## config.mk

```make
export PLATFORM = sky130hd
export DESIGN_NAME = seg7_scan_ctrl
export DESIGN_NICKNAME = d
export VERILOG_FILES = /design/src/rtl/seg7_scan_ctrl.sv
export SDC_FILE = /design/constraint.sdc
export NUM_CORES = 1
export LEC_CHECK = 0
export ABC_AREA = 1
export CORE_MARGIN = 8
export CORE_UTILIZATION = 45
export DETAILED_ROUTE_END_ITERATION = 16
export GPL_TIMING_DRIVEN = 0
export PLACE_DENSITY_LB_ADDON = 0.08
export REMOVE_ABC_BUFFERS = 1
export SETUP_SLACK_MARGIN = 0.5
export SLEW_MARGIN = 0
export SYNTH_ARGS = -nofsm -noshare
export SYNTH_HDL_FRONTEND = slang
export SYNTH_SLANG_ARGS = --single-unit
```

## constraint.sdc

```tcl
create_clock -name clk -period 3.33 [get_ports clk]
set_input_delay 0.4995 -clock clk [delete_from_list [all_inputs] [get_ports clk]]
set_output_delay 0.4995 -clock clk [all_outputs]
set_load 0.1 [all_outputs]
```

## src/rtl/seg7_scan_ctrl.sv

```systemverilog
// Four-digit 7-segment scan controller with blanking gaps and frame-synchronous
// double buffering of the displayed hex word.
module seg7_scan_ctrl #(
    parameter int REFRESH_DIV = 50000,
    parameter int BLANK_CYC   = 16
) (
    input  logic        clk,
    input  logic        rst,
    input  logic        en,
    input  logic [15:0] data_in,
    input  logic        load,
    input  logic        lz_supp,
    output logic [0:6]  SSeg,
    output logic [3:0]  an,
    output logic        frame_tick
);

    localparam int CNT_W = (REFRESH_DIV > 2) ? $clog2(REFRESH_DIV) : 1;
    localparam logic [CNT_W-1:0] CNT_LAST  = CNT_W'(REFRESH_DIV - 1);
    localparam logic [CNT_W-1:0] CNT_BLANK = CNT_W'(BLANK_CYC);
    localparam logic [CNT_W-1:0] CNT_ONE   = CNT_W'(1);

    typedef enum logic [1:0] {
        IDLE,
        BLANK,
        SHOW
    } state_t;

    state_t           state_q, state_d;
    logic [CNT_W-1:0] cnt_q, cnt_d;
    logic [1:0]       idx_q, idx_d;
    logic [15:0]      disp_q, disp_d;
    logic [15:0]      shadow_q, shadow_d;
    logic             pend_q, pend_d;
    logic [3:0]       an_q, an_d;
    logic [0:6]       sseg_q, sseg_d;
    logic             frame_tick_q, frame_tick_d;

    logic [3:0]       nibble;
    logic             suppress;
    logic             boundary;

    // Segment patterns are listed a..g, so the literal MSB lands on SSeg[0] = a.
    function automatic logic [0:6] decode(input logic [3:0] nib);
        logic [0:6] seg;
        case (nib)
            4'h0:    seg = 7'b0000001;
            4'h1:    seg = 7'b1001111;
            4'h2:    seg = 7'b0010010;
            4'h3:    seg = 7'b0000110;
            4'h4:    seg = 7'b1001100;
            4'h5:    seg = 7'b0100100;
            4'h6:    seg = 7'b0100000;
            4'h7:    seg = 7'b0001111;
            4'h8:    seg = 7'b0000000;
            4'h9:    seg = 7'b0000100;
            4'hA:    seg = 7'b0001000;
            4'hB:    seg = 7'b1100000;
            4'hC:    seg = 7'b0110001;
            4'hD:    seg = 7'b1000010;
            4'hE:    seg = 7'b0110000;
            default: seg = 7'b0111000;
        endcase
        return seg;
    endfunction

    // A digit is suppressed only if it and every more-significant nibble are zero.
    always_comb begin
        nibble   = disp_q[{idx_q, 2'b00} +: 4];
        suppress = 1'b0;
        if (lz_supp) begin
            case (idx_q)
                2'd3:    suppress = (disp_q[15:12] == 4'h0);
                2'd2:    suppress = (disp_q[15:8] == 8'h00);
                2'd1:    suppress = (disp_q[15:4] == 12'h000);
                default: suppress = 1'b0;
            endcase
        end
        boundary = en && (state_q == SHOW) && (cnt_q == CNT_LAST) && (idx_q == 2'd3);
    end

    always_comb begin
        state_d      = state_q;
        cnt_d        = cnt_q;
        idx_d        = idx_q;
        disp_d       = disp_q;
        shadow_d     = shadow_q;
        pend_d       = pend_q;
        an_d         = 4'hF;
        sseg_d       = 7'b1111111;
        frame_tick_d = 1'b0;

        if (!en) begin
            state_d = IDLE;
            cnt_d   = '0;
            idx_d   = 2'd0;
            if (load) begin
                disp_d = data_in;
                pend_d = 1'b0;
            end
        end else begin
            if (state_q == IDLE) begin
                state_d = BLANK;
                cnt_d   = '0;
                idx_d   = 2'd0;
            end else begin
                if (state_q == SHOW) begin
                    an_d   = ~(4'b0001 << idx_q);
                    sseg_d = suppress ? 7'b1111111 : decode(nibble);
                end
                if (cnt_q == CNT_LAST) begin
                    cnt_d   = '0;
                    idx_d   = idx_q + 2'd1;
                    state_d = BLANK;
                end else begin
                    cnt_d   = cnt_q + CNT_ONE;
                    state_d = (cnt_d >= CNT_BLANK) ? SHOW : BLANK;
                end
            end

            // A load on the boundary itself wins over any pending shadow value.
            if (boundary) begin
                frame_tick_d = 1'b1;
                if (load) begin
                    disp_d = data_in;
                end else if (pend_q) begin
                    disp_d = shadow_q;
                end
                pend_d = 1'b0;
            end else if (load) begin
                shadow_d = data_in;
                pend_d   = 1'b1;
            end
        end
    end

    always_ff @(posedge clk) begin
        if (rst) begin
            state_q      <= IDLE;
            cnt_q        <= '0;
            idx_q        <= 2'd0;
            disp_q       <= 16'h0000;
            shadow_q     <= 16'h0000;
            pend_q       <= 1'b0;
            an_q         <= 4'hF;
            sseg_q       <= 7'b1111111;
            frame_tick_q <= 1'b0;
        end else begin
            state_q      <= state_d;
            cnt_q        <= cnt_d;
            idx_q        <= idx_d;
            disp_q       <= disp_d;
            shadow_q     <= shadow_d;
            pend_q       <= pend_d;
            an_q         <= an_d;
            sseg_q       <= sseg_d;
            frame_tick_q <= frame_tick_d;
        end
    end

    assign SSeg       = sseg_q;
    assign an         = an_q;
    assign frame_tick = frame_tick_q;

endmodule
```

==> metrics.txt, run 1 <==
# TYPE chip_impl_metric gauge
chip_impl_metric{name="setup_total_negative_slack",unit="ns"} 0
chip_impl_metric{name="syn-cell-area",unit="µm²"} 3330
chip_impl_metric{name="die-height",unit="µm"} 102
chip_impl_info{name="synth_ff_type",value="dfxtp_1"} 1
chip_impl_metric{name="synth.area.mux_share",unit=""} 0.0481
chip_impl_metric{name="vias",unit=""} 2976
chip_impl_info{name="timing.critical_path.from",value="load"} 1
chip_impl_info{name="grt_setup_unrepaired",value="no"} 1
chip_impl_metric{name="synth-seq-cells",unit=""} 65
chip_impl_metric{name="final_net_count",unit=""} 521
chip_impl_metric{name="seq_total_area_yosys",unit=""} 0.391
chip_impl_metric{name="timing.critical_path.required",unit="ns"} 3.54
chip_impl_metric{name="detailedRoute.firstPassIterationCount",unit=""} 4
chip_impl_metric{name="cts_buffers",unit=""} 9
chip_impl_metric{name="dp.final_hpwl",unit="µm"} 5400
chip_impl_metric{name="cts_post_setup_buffers_inserted",unit=""} 0
chip_impl_metric{name="floorplan.initialDensity",unit=""} 0.461
chip_impl_info{name="run_status",value="complete, no violations"} 1
chip_impl_info{name="min-delay-start",value="shadow_q[9]"} 1
chip_impl_metric{name="routed_wl",unit="µm"} 7340
chip_impl_info{name="timing.setup.critical_path_class",value="in2reg"} 1
chip_impl_metric{name="crit_fanout",unit=""} 18
chip_impl_info{name="timing.critical_path.to_type",value="register"} 1
chip_impl_metric{name="routed_wire_length_per_instance",unit="µm"} 12.4
chip_impl_metric{name="grt_pass1_wl",unit="µm"} 12500
chip_impl_info{name="synth_largest_area_cell",value="dfxtp_1"} 1
chip_impl_metric{name="dieArea",unit="µm²"} 10400
chip_impl_metric{name="num_io_pins",unit=""} 33
chip_impl_metric{name="gp_congestion",unit=""} 0.837
chip_impl_metric{name="initial_antenna_violation_count",unit=""} 0
chip_impl_metric{name="placeableCoreArea",unit="µm²"} 7210
chip_impl_metric{name="irDropWorstVdd",unit="mV"} 0.193
chip_impl_metric{name="static-leakage-power",unit="nW"} 1.61
chip_impl_metric{name="post_route_cells_drive_above_1_share",unit=""} 0.0793
chip_impl_metric{name="tritoncts_num_sinks",unit=""} 65
chip_impl_metric{name="report.final.setup_viol",unit=""} 0
chip_impl_metric{name="number_of_enable_type_register_cells_in_the_synthesized_netlist",unit=""} 0
chip_impl_metric{name="final_cells",unit=""} 591
chip_impl_metric{name="nFillCells",unit=""} 733
chip_impl_metric{name="timing.final.crit_share",unit=""} 0.714
chip_impl_metric{name="worst-endpoint-arrival",unit="ns"} 2.59
chip_impl_metric{name="synth_top_area_frac",unit=""} 0.391
chip_impl_metric{name="maxClockFrequency",unit="GHz"} 0.421
chip_impl_metric{name="min_period",unit="ns"} 2.38
chip_impl_metric{name="die-width",unit="µm"} 102
chip_impl_metric{name="cts_max_path_buffers",unit=""} 2
chip_impl_metric{name="antenna_left",unit=""} 0
chip_impl_metric{name="post_synth_and_or_nand_nor_area_fraction",unit=""} 0.300
chip_impl_metric{name="clkLatencyLatePin",unit="ns"} 0.34
chip_impl_metric{name="first_global_vias",unit=""} 2746
chip_impl_metric{name="buffer_ports.inserted",unit=""} 32
chip_impl_metric{name="worst_setup_hold_path_clk_slew",unit="ns"} 0.07
chip_impl_metric{name="max_cap_viol_count",unit=""} 0
chip_impl_metric{name="synth-warning-count",unit=""} 0
chip_impl_metric{name="multiInputGateArea",unit="µm²"} 1750
chip_impl_metric{name="drt_drc_violations_left",unit=""} 0
chip_impl_info{name="r2r-start",value="idx_q[0]"} 1
chip_impl_metric{name="antenna-diode-count",unit=""} 0
chip_impl_info{name="dominant_combinational_cell_family_by_area_after_synthesis",value="simple AND/OR/NAND/NOR gates"} 1
chip_impl_metric{name="route.detailed.vias_per_inst",unit=""} 5.04
chip_impl_metric{name="fin_skew",unit="ns"} 0.0119
chip_impl_info{name="post-synth-top-count-cell",value="nand2_1"} 1
chip_impl_metric{name="placed_cells_incl_taps",unit=""} 576
chip_impl_metric{name="cts-htree-levels",unit=""} 3
chip_impl_info{name="synth.top_cells.by_area",value="dfxtp_1 (39%), nand2_1 (14%), a21oi_1 (6.6%)"} 1
chip_impl_info{name="worstHoldPathType",value="reg2reg"} 1
chip_impl_metric{name="synth.distinct_cells",unit=""} 37
chip_impl_metric{name="worst_slew_pin_slew",unit="ns"} 0.973
chip_impl_metric{name="area_growth_syn_to_layout",unit="%"} 15.9
chip_impl_info{name="cts_tree",value="done"} 1
chip_impl_metric{name="synth.avg_cell_area",unit="µm²"} 7.28
chip_impl_info{name="crit_start_category",value="input pin"} 1
chip_impl_metric{name="dr.first_iter.drc_count",unit=""} 182
chip_impl_metric{name="asyncSetResetFlopFracSynth",unit=""} 0
chip_impl_metric{name="synthesized_area_fraction_occupied_by_xor_and_xnor_cells",unit=""} 0.00526
chip_impl_metric{name="report.final.hold_viol_count",unit=""} 0
chip_impl_metric{name="grt_start_max_net_pins",unit=""} 21
chip_impl_metric{name="register_area",unit="µm²"} 1300
chip_impl_metric{name="postCtsResizedCells",unit=""} 0
chip_impl_metric{name="grt_util_all_layers",unit=""} 0.150
chip_impl_info{name="cts.root.buffer_cell",value="clkbuf_8"} 1
chip_impl_metric{name="row_count",unit=""} 31
chip_impl_info{name="synth_top_cells_by_count",value="nand2_1 (127), dfxtp_1 (65), inv_1 (48), a21oi_1 (44), nand3_1 (34)"} 1
chip_impl_metric{name="max-slew-margin-rel",unit=""} 0.349
chip_impl_metric{name="pwr_density_cell",unit="nW/µm²"} 408
chip_impl_metric{name="synth_compound_gate_area_share",unit=""} 0.127
chip_impl_metric{name="cts_hold_repair.buffers",unit=""} 0
chip_impl_metric{name="report.final.slew_viol_count",unit=""} 0
chip_impl_metric{name="synthCells",unit=""} 457
chip_impl_metric{name="grt_overflow_total",unit=""} 0
chip_impl_metric{name="synthAdderAreaFrac",unit=""} 0.0451
[worst max-delay path, stage by stage]
cell,delay [ns]
clkdlybuf4s50_1,1.01
inv_1,0.20
nand2_2,0.45
mux2i_1,0.33
a21oi_2,0.08
[layer usage]
metal  share of wire  up-vias  GRT usage  routed length (µm)
met4          0.0086        0     0.0542                  63
met3           0.040        6     0.0266                 295
li1                -     1558          -                   -
met5               0        -          0                   0
met1            0.51     1367      0.198                3720
met2            0.44       45      0.238                3260
[power by group]
| part | switching, mW | internal (mW) | total (mW) |
|---|---|---|---|
| clock network | 0.289 | 0.308 | 0.597 |
| registers | 0.0115 | 0.802 | 0.814 |
| logic | 0.0983 | 0.0670 | 0.165 |
[cells in the final DEF (no fill, tap or decap), drive strengths merged]
| cell type | synthesis | final |
|---|---|---|
| nand4 | 11 | 11 |
| o211ai | 1 | 1 |
| mux2i | 16 | 16 |
| xnor2 | 1 | 1 |
| nor4 | 3 | 3 |
| nand3b | 1 | 1 |
| nor2 | 38 | 38 |
| nor3 | 4 | 4 |
| clkbuf | 2 | 13 |
| a32oi | 1 | 1 |
| nand3 | 35 | 35 |
| ha | 12 | 12 |
| clkdlybuf4s50 | 0 | 32 |
| clkinv | 1 | 3 |
| inv | 50 | 50 |
| dfxtp | 65 | 65 |
| nand2 | 133 | 133 |
| a31oi | 2 | 2 |
| a21oi | 54 | 54 |
| o21ai | 14 | 14 |
| o21bai | 2 | 2 |
| xor2 | 1 | 1 |
[sequential cells by signal (all words and copies together), names as in the netlist]
signal and count:
SSeg 7, an 4, cnt_q 16, disp_q 16, frame_tick 1, idx_q 2, pend_q 1, shadow_q 16
state_q 2
[logic make-up (layout without fill, tap and decap cells)]
logic type,after synthesis,after routing
AND/OR/NAND/NOR,225,225
AO/OA/AOI/OAI,74,74
flip-flops,65,65
buffers and inverters,63,98
multiplexers,16,16
adder cells (fa/ha/maj),12,12
XOR/XNOR,2,2
[area by class of cell]
type                            count  share of cell area
Inverter                           51              0.0503
Tap cell                           99              0.0321
Sequential cell                    65               0.337
Clock inverter                      2             0.00357
Clock buffer                       13              0.0412
Timing Repair Buffer               32              0.0830
Multi-Input combinational cell    329               0.453
[worst paths after layout]
path,endpoint,slack (ns),depth (start not counted)
setup / recovery,disp_q[7],0.95,5
hold reg to reg,shadow_q[9],0.46,2
hold / removal,shadow_q[9],0.46,2
setup reg to reg,SSeg[1],1.04,9
[stage by stage]
| stage | hold WS (ns) | setup slack (ns) | util | power, mW | area (µm²) |
|---|---|---|---|---|---|
| global route | 0.475 | 0.748 | 0.535 | 1.64 | 3860 |
| global placement | 0.442 | 0.588 | 0.511 | 0.995 | 3690 |
| CTS | 0.463 | 0.887 | 0.535 | 1.59 | 3860 |
| floorplan | 0.430 | 1.51 | - | 0.936 | 3240 |
| detailed placement | 0.452 | 0.532 | 0.511 | 0.998 | 3690 |
| finish | 0.461 | 0.953 | 0.535 | 1.58 | 3860 |
No activity file was read; power rests on OpenSTA's default activity.
==> run 2, diff against run 1 <==
==> constraint.sdc (replaced) <==
create_clock -name clk -period 2.38 [get_ports clk]
set_input_delay 0.357 -clock clk [delete_from_list [all_inputs] [get_ports clk]]
set_output_delay 0.357 -clock clk [all_outputs]
set_load 0.1 [all_outputs]
==> run 2 against run 1 <==
  * Routed wire length is 3.9% higher
  * Via count is 0.74% higher
  * Clock-buffer cell count stayed put
  * Sequential power is 40% higher
  * Register-to-register slack worse by 0.40 ns
  * Non-clock buffer count is 6 higher
  * Hold slack hardly changed
  * Clock power is 40% higher
  * Critical path depth is 4 lower
  * Sequential cell count stayed put
==> metrics.txt, run 2 (synthesis gave the netlist of run 1 again) <==
# TYPE chip_impl_metric gauge
chip_impl_metric{name="min_period",unit="ns"} 1.83
chip_impl_metric{name="grt_overflow_total",unit=""} 0
chip_impl_metric{name="vias",unit=""} 2998
chip_impl_metric{name="power_switching",unit="µW"} 564
chip_impl_metric{name="worstPathBufferInverterCount",unit=""} 1
chip_impl_metric{name="max_cap_viol_count",unit=""} 0
chip_impl_info{name="cts_tree",value="done"} 1
chip_impl_metric{name="max-slew-margin-rel",unit=""} 0.365
chip_impl_info{name="reg_top3",value="cnt_q x16, disp_q x16, shadow_q x16"} 1
chip_impl_metric{name="placeableCoreArea",unit="µm²"} 7210
chip_impl_metric{name="die-height",unit="µm"} 102
chip_impl_metric{name="grt_pass1_wl",unit="µm"} 12600
chip_impl_metric{name="routed_wire_length_per_instance",unit="µm"} 12.8
chip_impl_info{name="cts.root.buffer_cell",value="clkbuf_8"} 1
chip_impl_metric{name="worst_setup_hold_path_clk_slew",unit="ns"} 0.07
chip_impl_metric{name="cts_hold_repair.buffers",unit=""} 0
chip_impl_metric{name="initial_antenna_violation_count",unit=""} 0
chip_impl_info{name="crit_start_category",value="register"} 1
chip_impl_metric{name="worst_slew_pin_slew",unit="ns"} 0.957
chip_impl_metric{name="dieArea",unit="µm²"} 10400
chip_impl_metric{name="irDropWorstVdd",unit="mV"} 0.275
chip_impl_metric{name="report.final.slew_viol_count",unit=""} 0
chip_impl_metric{name="row_count",unit=""} 31
chip_impl_metric{name="power.share.switching",unit=""} 0.254
chip_impl_metric{name="detailedRoute.firstPassIterationCount",unit=""} 4
chip_impl_info{name="timing.critical_path.slowest_stage_cell",value="dlygate4sd2_1"} 1
chip_impl_metric{name="final_net_count",unit=""} 528
chip_impl_info{name="final_cell_mix",value="nand2_1 (125), dfxtp_1 (63), inv_1 (45), a21oi_1 (44), nand3_1 (34)"} 1
chip_impl_metric{name="first_global_vias",unit=""} 2757
chip_impl_metric{name="report.final.hold_viol_count",unit=""} 0
chip_impl_metric{name="power.internal",unit="mW"} 1.65
chip_impl_metric{name="comb_power_share",unit=""} 0.112
chip_impl_metric{name="crit_fanout",unit=""} 1
chip_impl_metric{name="routed_wl",unit="µm"} 7630
chip_impl_metric{name="final.hold.worst_slack",unit="ns"} 0.461
chip_impl_metric{name="num_io_pins",unit=""} 33
chip_impl_metric{name="clkLatencyLatePin",unit="ns"} 0.33
chip_impl_info{name="critical-path-top-delay-family",value="buffers and inverters"} 1
chip_impl_metric{name="static-leakage-power",unit="nW"} 1.67
chip_impl_metric{name="fin_skew",unit="ns"} 0.00847
chip_impl_metric{name="timing.final.crit_share",unit=""} 0.770
chip_impl_metric{name="r2r_setup_slack",unit="ns"} 0.64
chip_impl_metric{name="die-width",unit="µm"} 102
chip_impl_metric{name="setup_total_negative_slack",unit="ns"} 0
chip_impl_metric{name="area_growth_syn_to_layout",unit="%"} 20.3
chip_impl_info{name="timing.critical_path.cells",value="dlygate4sd2_1"} 1
chip_impl_metric{name="drt_drc_violations_left",unit=""} 0
chip_impl_metric{name="power_consumption",unit="mW"} 2.22
chip_impl_metric{name="grt_start_max_net_pins",unit=""} 21
chip_impl_metric{name="worst-endpoint-arrival",unit="ns"} 1.47
chip_impl_metric{name="cts_buffers",unit=""} 9
chip_impl_metric{name="cts_max_path_buffers",unit=""} 2
chip_impl_metric{name="gp_congestion",unit=""} 0.837
chip_impl_info{name="run_status",value="complete, no violations"} 1
chip_impl_metric{name="pwr_density_cell",unit="nW/µm²"} 554
chip_impl_metric{name="antenna-diode-count",unit=""} 0
chip_impl_metric{name="route.detailed.vias_per_inst",unit=""} 5.01
chip_impl_metric{name="critical_path.max_stage_delay",unit="ns"} 0.84
chip_impl_metric{name="dr.first_iter.drc_count",unit=""} 150
chip_impl_metric{name="dp.final_hpwl",unit="µm"} 5400
chip_impl_metric{name="power.share.sequential",unit=""} 0.513
chip_impl_metric{name="cts-htree-levels",unit=""} 3
chip_impl_metric{name="report.final.setup_viol",unit=""} 0
chip_impl_metric{name="timing.critical_path.required",unit="ns"} 2.02
chip_impl_info{name="grt_setup_unrepaired",value="no"} 1
chip_impl_metric{name="tritoncts_num_sinks",unit=""} 65
chip_impl_info{name="layout_commonest_cell",value="nand2_1"} 1
chip_impl_metric{name="antenna_left",unit=""} 0
chip_impl_metric{name="grt_util_all_layers",unit=""} 0.151
chip_impl_metric{name="buffer_ports.inserted",unit=""} 32
chip_impl_info{name="worstHoldPathType",value="reg2reg"} 1
chip_impl_metric{name="maxClockFrequency",unit="GHz"} 0.546
chip_impl_metric{name="floorplan.initialDensity",unit=""} 0.461
chip_impl_info{name="timing.critical_path.to_type",value="output port"} 1
chip_impl_metric{name="pwr-share-clk",unit=""} 0.375
chip_impl_info{name="timing.setup.critical_path_class",value="reg2out"} 1
chip_impl_metric{name="post_route_cells_drive_above_1_share",unit=""} 0.122
-- run 2: repair_timing --
action                     in CTS  in global routing
pin swaps                       0                  2
resized for setup              26                 24
setup buffers                   0                  6
setup endpoints to repair      52                 62
gates cloned                    0                  1
-- run 2: area by class of cell --
type | instances | area [µm²]
Clock buffer | 13 | 159
Clock inverter | 2 | 13.8
Fill cell | 720 | 3210
Inverter | 51 | 208
Multi-Input combinational cell | 330 | 1830
Sequential cell | 65 | 1310
Tap cell | 99 | 124
Timing Repair Buffer | 38 | 360
-- run 2: path summary, 6_finish.rpt --
kind | endpoint | from | depth (start not counted)
worst min-delay path | shadow_q[9] | shadow_q[9] | 2
worst max register to register | SSeg[5] | idx_q[0] | 9
worst max-delay path | an[1] | an[1] | 1
worst min register to register | shadow_q[9] | shadow_q[9] | 2
-- run 2: through the flow --
step	util	setup WS [ns]	area, µm²	std cells
6_report	0.555	0.548	4000	598
5_1_grt	0.555	0.497	4000	598
4_1_cts	0.537	0.505	3880	591
3_5_place_dp	0.511	-0.275	3690	576
3_3_place_gp	0.511	-0.219	3690	576
2_1_floorplan	-	0.564	3240	445
-- run 2: layer usage --
layer | vias to the layer above | routed length [µm] | share of wire | GRT usage
li1 | 1574 | - | - | -
met1 | 1352 | 3720 | 0.49 | 0.199
met2 | 66 | 3470 | 0.46 | 0.239
met3 | 6 | 372 | 0.049 | 0.0266
met4 | 0 | 67 | 0.0088 | 0.0542
met5 | - | 0 | 0 | 0
-- run 2: power groups by stage --
stage	combinational [mW]	sequential (mW)	clock, mW
global placement	0.230	1.16	0
floorplan	0.151	1.16	0
finish	0.248	1.14	0.833
global route	0.281	1.14	0.897
CTS	0.239	1.14	0.854
detailed placement	0.234	1.16	0
==> run 3, diff against run 2 <==
==> constraint.sdc (replaced) <==
create_clock -name clk -period 1.5 [get_ports clk]
set_input_delay 0.225 -clock clk [delete_from_list [all_inputs] [get_ports clk]]
set_output_delay 0.225 -clock clk [all_outputs]
set_load 0.1 [all_outputs]
==> run 3 against run 2 <==
  * Non-clock buffer count is 24 higher
  * Critical path depth is 9 higher
  * Combinational power is 130% higher
  * The flow now finishes with violations (negative setup slack)
  * Clock skew is 0.0021 ns higher
  * Power is 67% higher
  * Sequential power is 57% higher
==> metrics.txt, run 3 (synthesis gave the netlist of run 1 again) <==
# TYPE chip_impl_metric gauge
chip_impl_info{name="run_status",value="finished, violations left"} 1
chip_impl_info{name="violations",value="negative setup slack"} 1
chip_impl_metric{name="grt_start_max_net_pins",unit=""} 21
chip_impl_metric{name="die-height",unit="µm"} 102
chip_impl_metric{name="detailedRoute.firstPassIterationCount",unit=""} 4
chip_impl_metric{name="report.final.setup_viol",unit=""} 42
chip_impl_metric{name="fin_skew",unit="ns"} 0.0106
chip_impl_metric{name="routed_wire_length_per_instance",unit="µm"} 14.9
chip_impl_metric{name="initial_antenna_violation_count",unit=""} 0
chip_impl_metric{name="irDropWorstVdd",unit="mV"} 0.545
chip_impl_metric{name="row_count",unit=""} 31
chip_impl_info{name="reg_top3",value="cnt_q x16, disp_q x16, shadow_q x16"} 1
chip_impl_metric{name="cts_max_path_buffers",unit=""} 2
chip_impl_metric{name="grt_pass1_wl",unit="µm"} 14600
chip_impl_metric{name="drt_drc_violations_left",unit=""} 0
chip_impl_metric{name="routed_wl",unit="µm"} 9340
chip_impl_metric{name="grt_overflow_total",unit=""} 0
chip_impl_metric{name="floorplan.initialDensity",unit=""} 0.461
chip_impl_metric{name="pwr_density_cell",unit="nW/µm²"} 747
chip_impl_metric{name="final.hold.worst_slack",unit="ns"} 0.401
chip_impl_metric{name="timing.critical_path.required",unit="ns"} 1.77
chip_impl_info{name="final_cell_mix",value="nand2_1 (77), nand2_2 (45), dfxtp_1 (40), inv_1 (37), a21oi_1 (34)"} 1
chip_impl_metric{name="worst-endpoint-arrival",unit="ns"} 1.87
chip_impl_metric{name="min_period",unit="ns"} 1.60
chip_impl_metric{name="static-leakage-power",unit="nW"} 1.99
chip_impl_metric{name="antenna_left",unit=""} 0
chip_impl_metric{name="max_cap_viol_count",unit=""} 0
chip_impl_metric{name="gp_congestion",unit=""} 0.837
chip_impl_metric{name="cts-htree-levels",unit=""} 3
chip_impl_info{name="timing.critical_path.to_type",value="register"} 1
chip_impl_metric{name="dieArea",unit="µm²"} 10400
chip_impl_metric{name="report.final.hold_viol_count",unit=""} 0
chip_impl_metric{name="dp.final_hpwl",unit="µm"} 5400
chip_impl_metric{name="grt_util_all_layers",unit=""} 0.178
chip_impl_metric{name="power_consumption",unit="mW"} 3.70
chip_impl_metric{name="num_io_pins",unit=""} 33
chip_impl_metric{name="clkLatencyLatePin",unit="ns"} 0.34
chip_impl_metric{name="setup_total_negative_slack",unit="ns"} -2.35
chip_impl_metric{name="nFillCells",unit=""} 551
chip_impl_metric{name="crit_fanout",unit=""} 5
chip_impl_metric{name="post-place-ws",unit="ns"} -1.02
chip_impl_metric{name="placeableCoreArea",unit="µm²"} 7210
chip_impl_metric{name="antenna-diode-count",unit=""} 0
chip_impl_metric{name="die-width",unit="µm"} 102
chip_impl_metric{name="max-slew-margin-rel",unit=""} 0.638
chip_impl_metric{name="first_global_vias",unit=""} 3112
chip_impl_info{name="layout_commonest_cell",value="nand2_1"} 1
chip_impl_metric{name="post_route_cells_drive_above_1_share",unit=""} 0.426
chip_impl_metric{name="setup_slack",unit="ns"} -0.103
chip_impl_metric{name="maxClockFrequency",unit="GHz"} 0.624
chip_impl_metric{name="dr.first_iter.drc_count",unit=""} 144
chip_impl_info{name="crit_start_category",value="register"} 1
chip_impl_info{name="cts.root.buffer_cell",value="clkbuf_8"} 1
chip_impl_metric{name="worst_setup_hold_path_clk_slew",unit="ns"} 0.07
chip_impl_metric{name="report.final.slew_viol_count",unit=""} 0
chip_impl_metric{name="buffer_ports.inserted",unit=""} 32
chip_impl_metric{name="route.detailed.vias_per_inst",unit=""} 5.29
chip_impl_info{name="worstHoldPathType",value="in2reg"} 1
chip_impl_metric{name="postLayoutCoreUtil",unit=""} 0.687
chip_impl_metric{name="cts_buffers",unit=""} 9
chip_impl_info{name="timing.setup.critical_path_class",value="reg2reg"} 1
chip_impl_metric{name="r2r_setup_slack",unit="ns"} -0.10
chip_impl_metric{name="worst_slew_pin_slew",unit="ns"} 0.543
chip_impl_metric{name="vias",unit=""} 3317
chip_impl_info{name="cts_tree",value="done"} 1
chip_impl_metric{name="final_net_count",unit=""} 557
chip_impl_metric{name="area_growth_syn_to_layout",unit="%"} 48.9
chip_impl_metric{name="timing.final.crit_share",unit=""} 1.07
chip_impl_metric{name="cts_hold_repair.buffers",unit=""} 0
chip_impl_info{name="grt_setup_unrepaired",value="yes"} 1
chip_impl_metric{name="tritoncts_num_sinks",unit=""} 65
-- run 3: changes by cell type in the layout (fill, tap and decap cells not counted), moves of 10 or more --
cell / previous run / this run
nand2_1: 125 / 77
nand2_2: 6 / 45
dfxtp_1: 63 / 40
buf_4: 5 / 21
dfxtp_2: 1 / 16
buf_12: 0 / 14
a21oi_1: 44 / 34
-- run 3: per-layer routing --
layer  routed length [µm]  track usage  vias to the layer above
li1                     -            -                     1647
met1                 3890        0.218                     1533
met2                 4600        0.294                      114
met3                  605       0.0375                       23
met4                  244       0.0767                        0
met5                    0            0                        -
-- run 3: final timing paths --
check / startpoint / to / cells after the start
max reg2reg: cnt_q[1] / disp_q[3] / 10
min reg2reg: shadow_q[9] / shadow_q[9] / 2
max: cnt_q[1] / disp_q[3] / 10
min: rst / shadow_q[0] / 2
-- run 3: worst max-delay path: stages, from the launching register on --
cell and delay, ns:
dfxtp_4 0.38, ha_4 0.17, nand3_4 0.12, nor2_4 0.16
nand4_4 0.11, nand2_4 0.13, buf_12 0.14, nand2_8 0.09
nand2_2 0.08, nand2_1 0.04, a21oi_1 0.12
-- run 3: repair_timing --
item | CTS | global route
buffers inserted | 22 | 7
resized for setup | 254 | 78
setup endpoints to repair | 77 | 77
cloned | 7 | 0
pin swaps | 31 | 34
-- run 3: where the power goes --
group / total (mW) / internal, mW / switching [mW] / leakage [nW]
clock network: 1.34 / 0.683 / 0.659 / 0.0895
logic: 0.564 / 0.230 / 0.334 / 1.37
registers: 1.79 / 1.76 / 0.0305 / 0.534
total: 3.70 / 2.68 / 1.02 / 1.99
-- run 3: layout make-up --
| cell class | instances | area, µm² | share of cell area |
|---|---|---|---|
| inverters | 51 | 223 | 0.0449 |
| repair inverters | 1 | 16.3 | 0.00328 |
| multi-input cells | 334 | 2370 | 0.477 |
| flip-flops and latches | 65 | 1360 | 0.273 |
| well taps | 99 | 124 | 0.0250 |
| repair buffers | 62 | 701 | 0.141 |
| clock buffers | 13 | 159 | 0.0321 |
| clock inverters | 2 | 13.8 | 0.00278 |
-- run 3: through the flow --
step,std cells,instance area (µm²)
floorplan,445,3240
global placement,576,3690
detailed placement,576,3690
CTS,620,4670
global route,627,4960
finish,627,4960
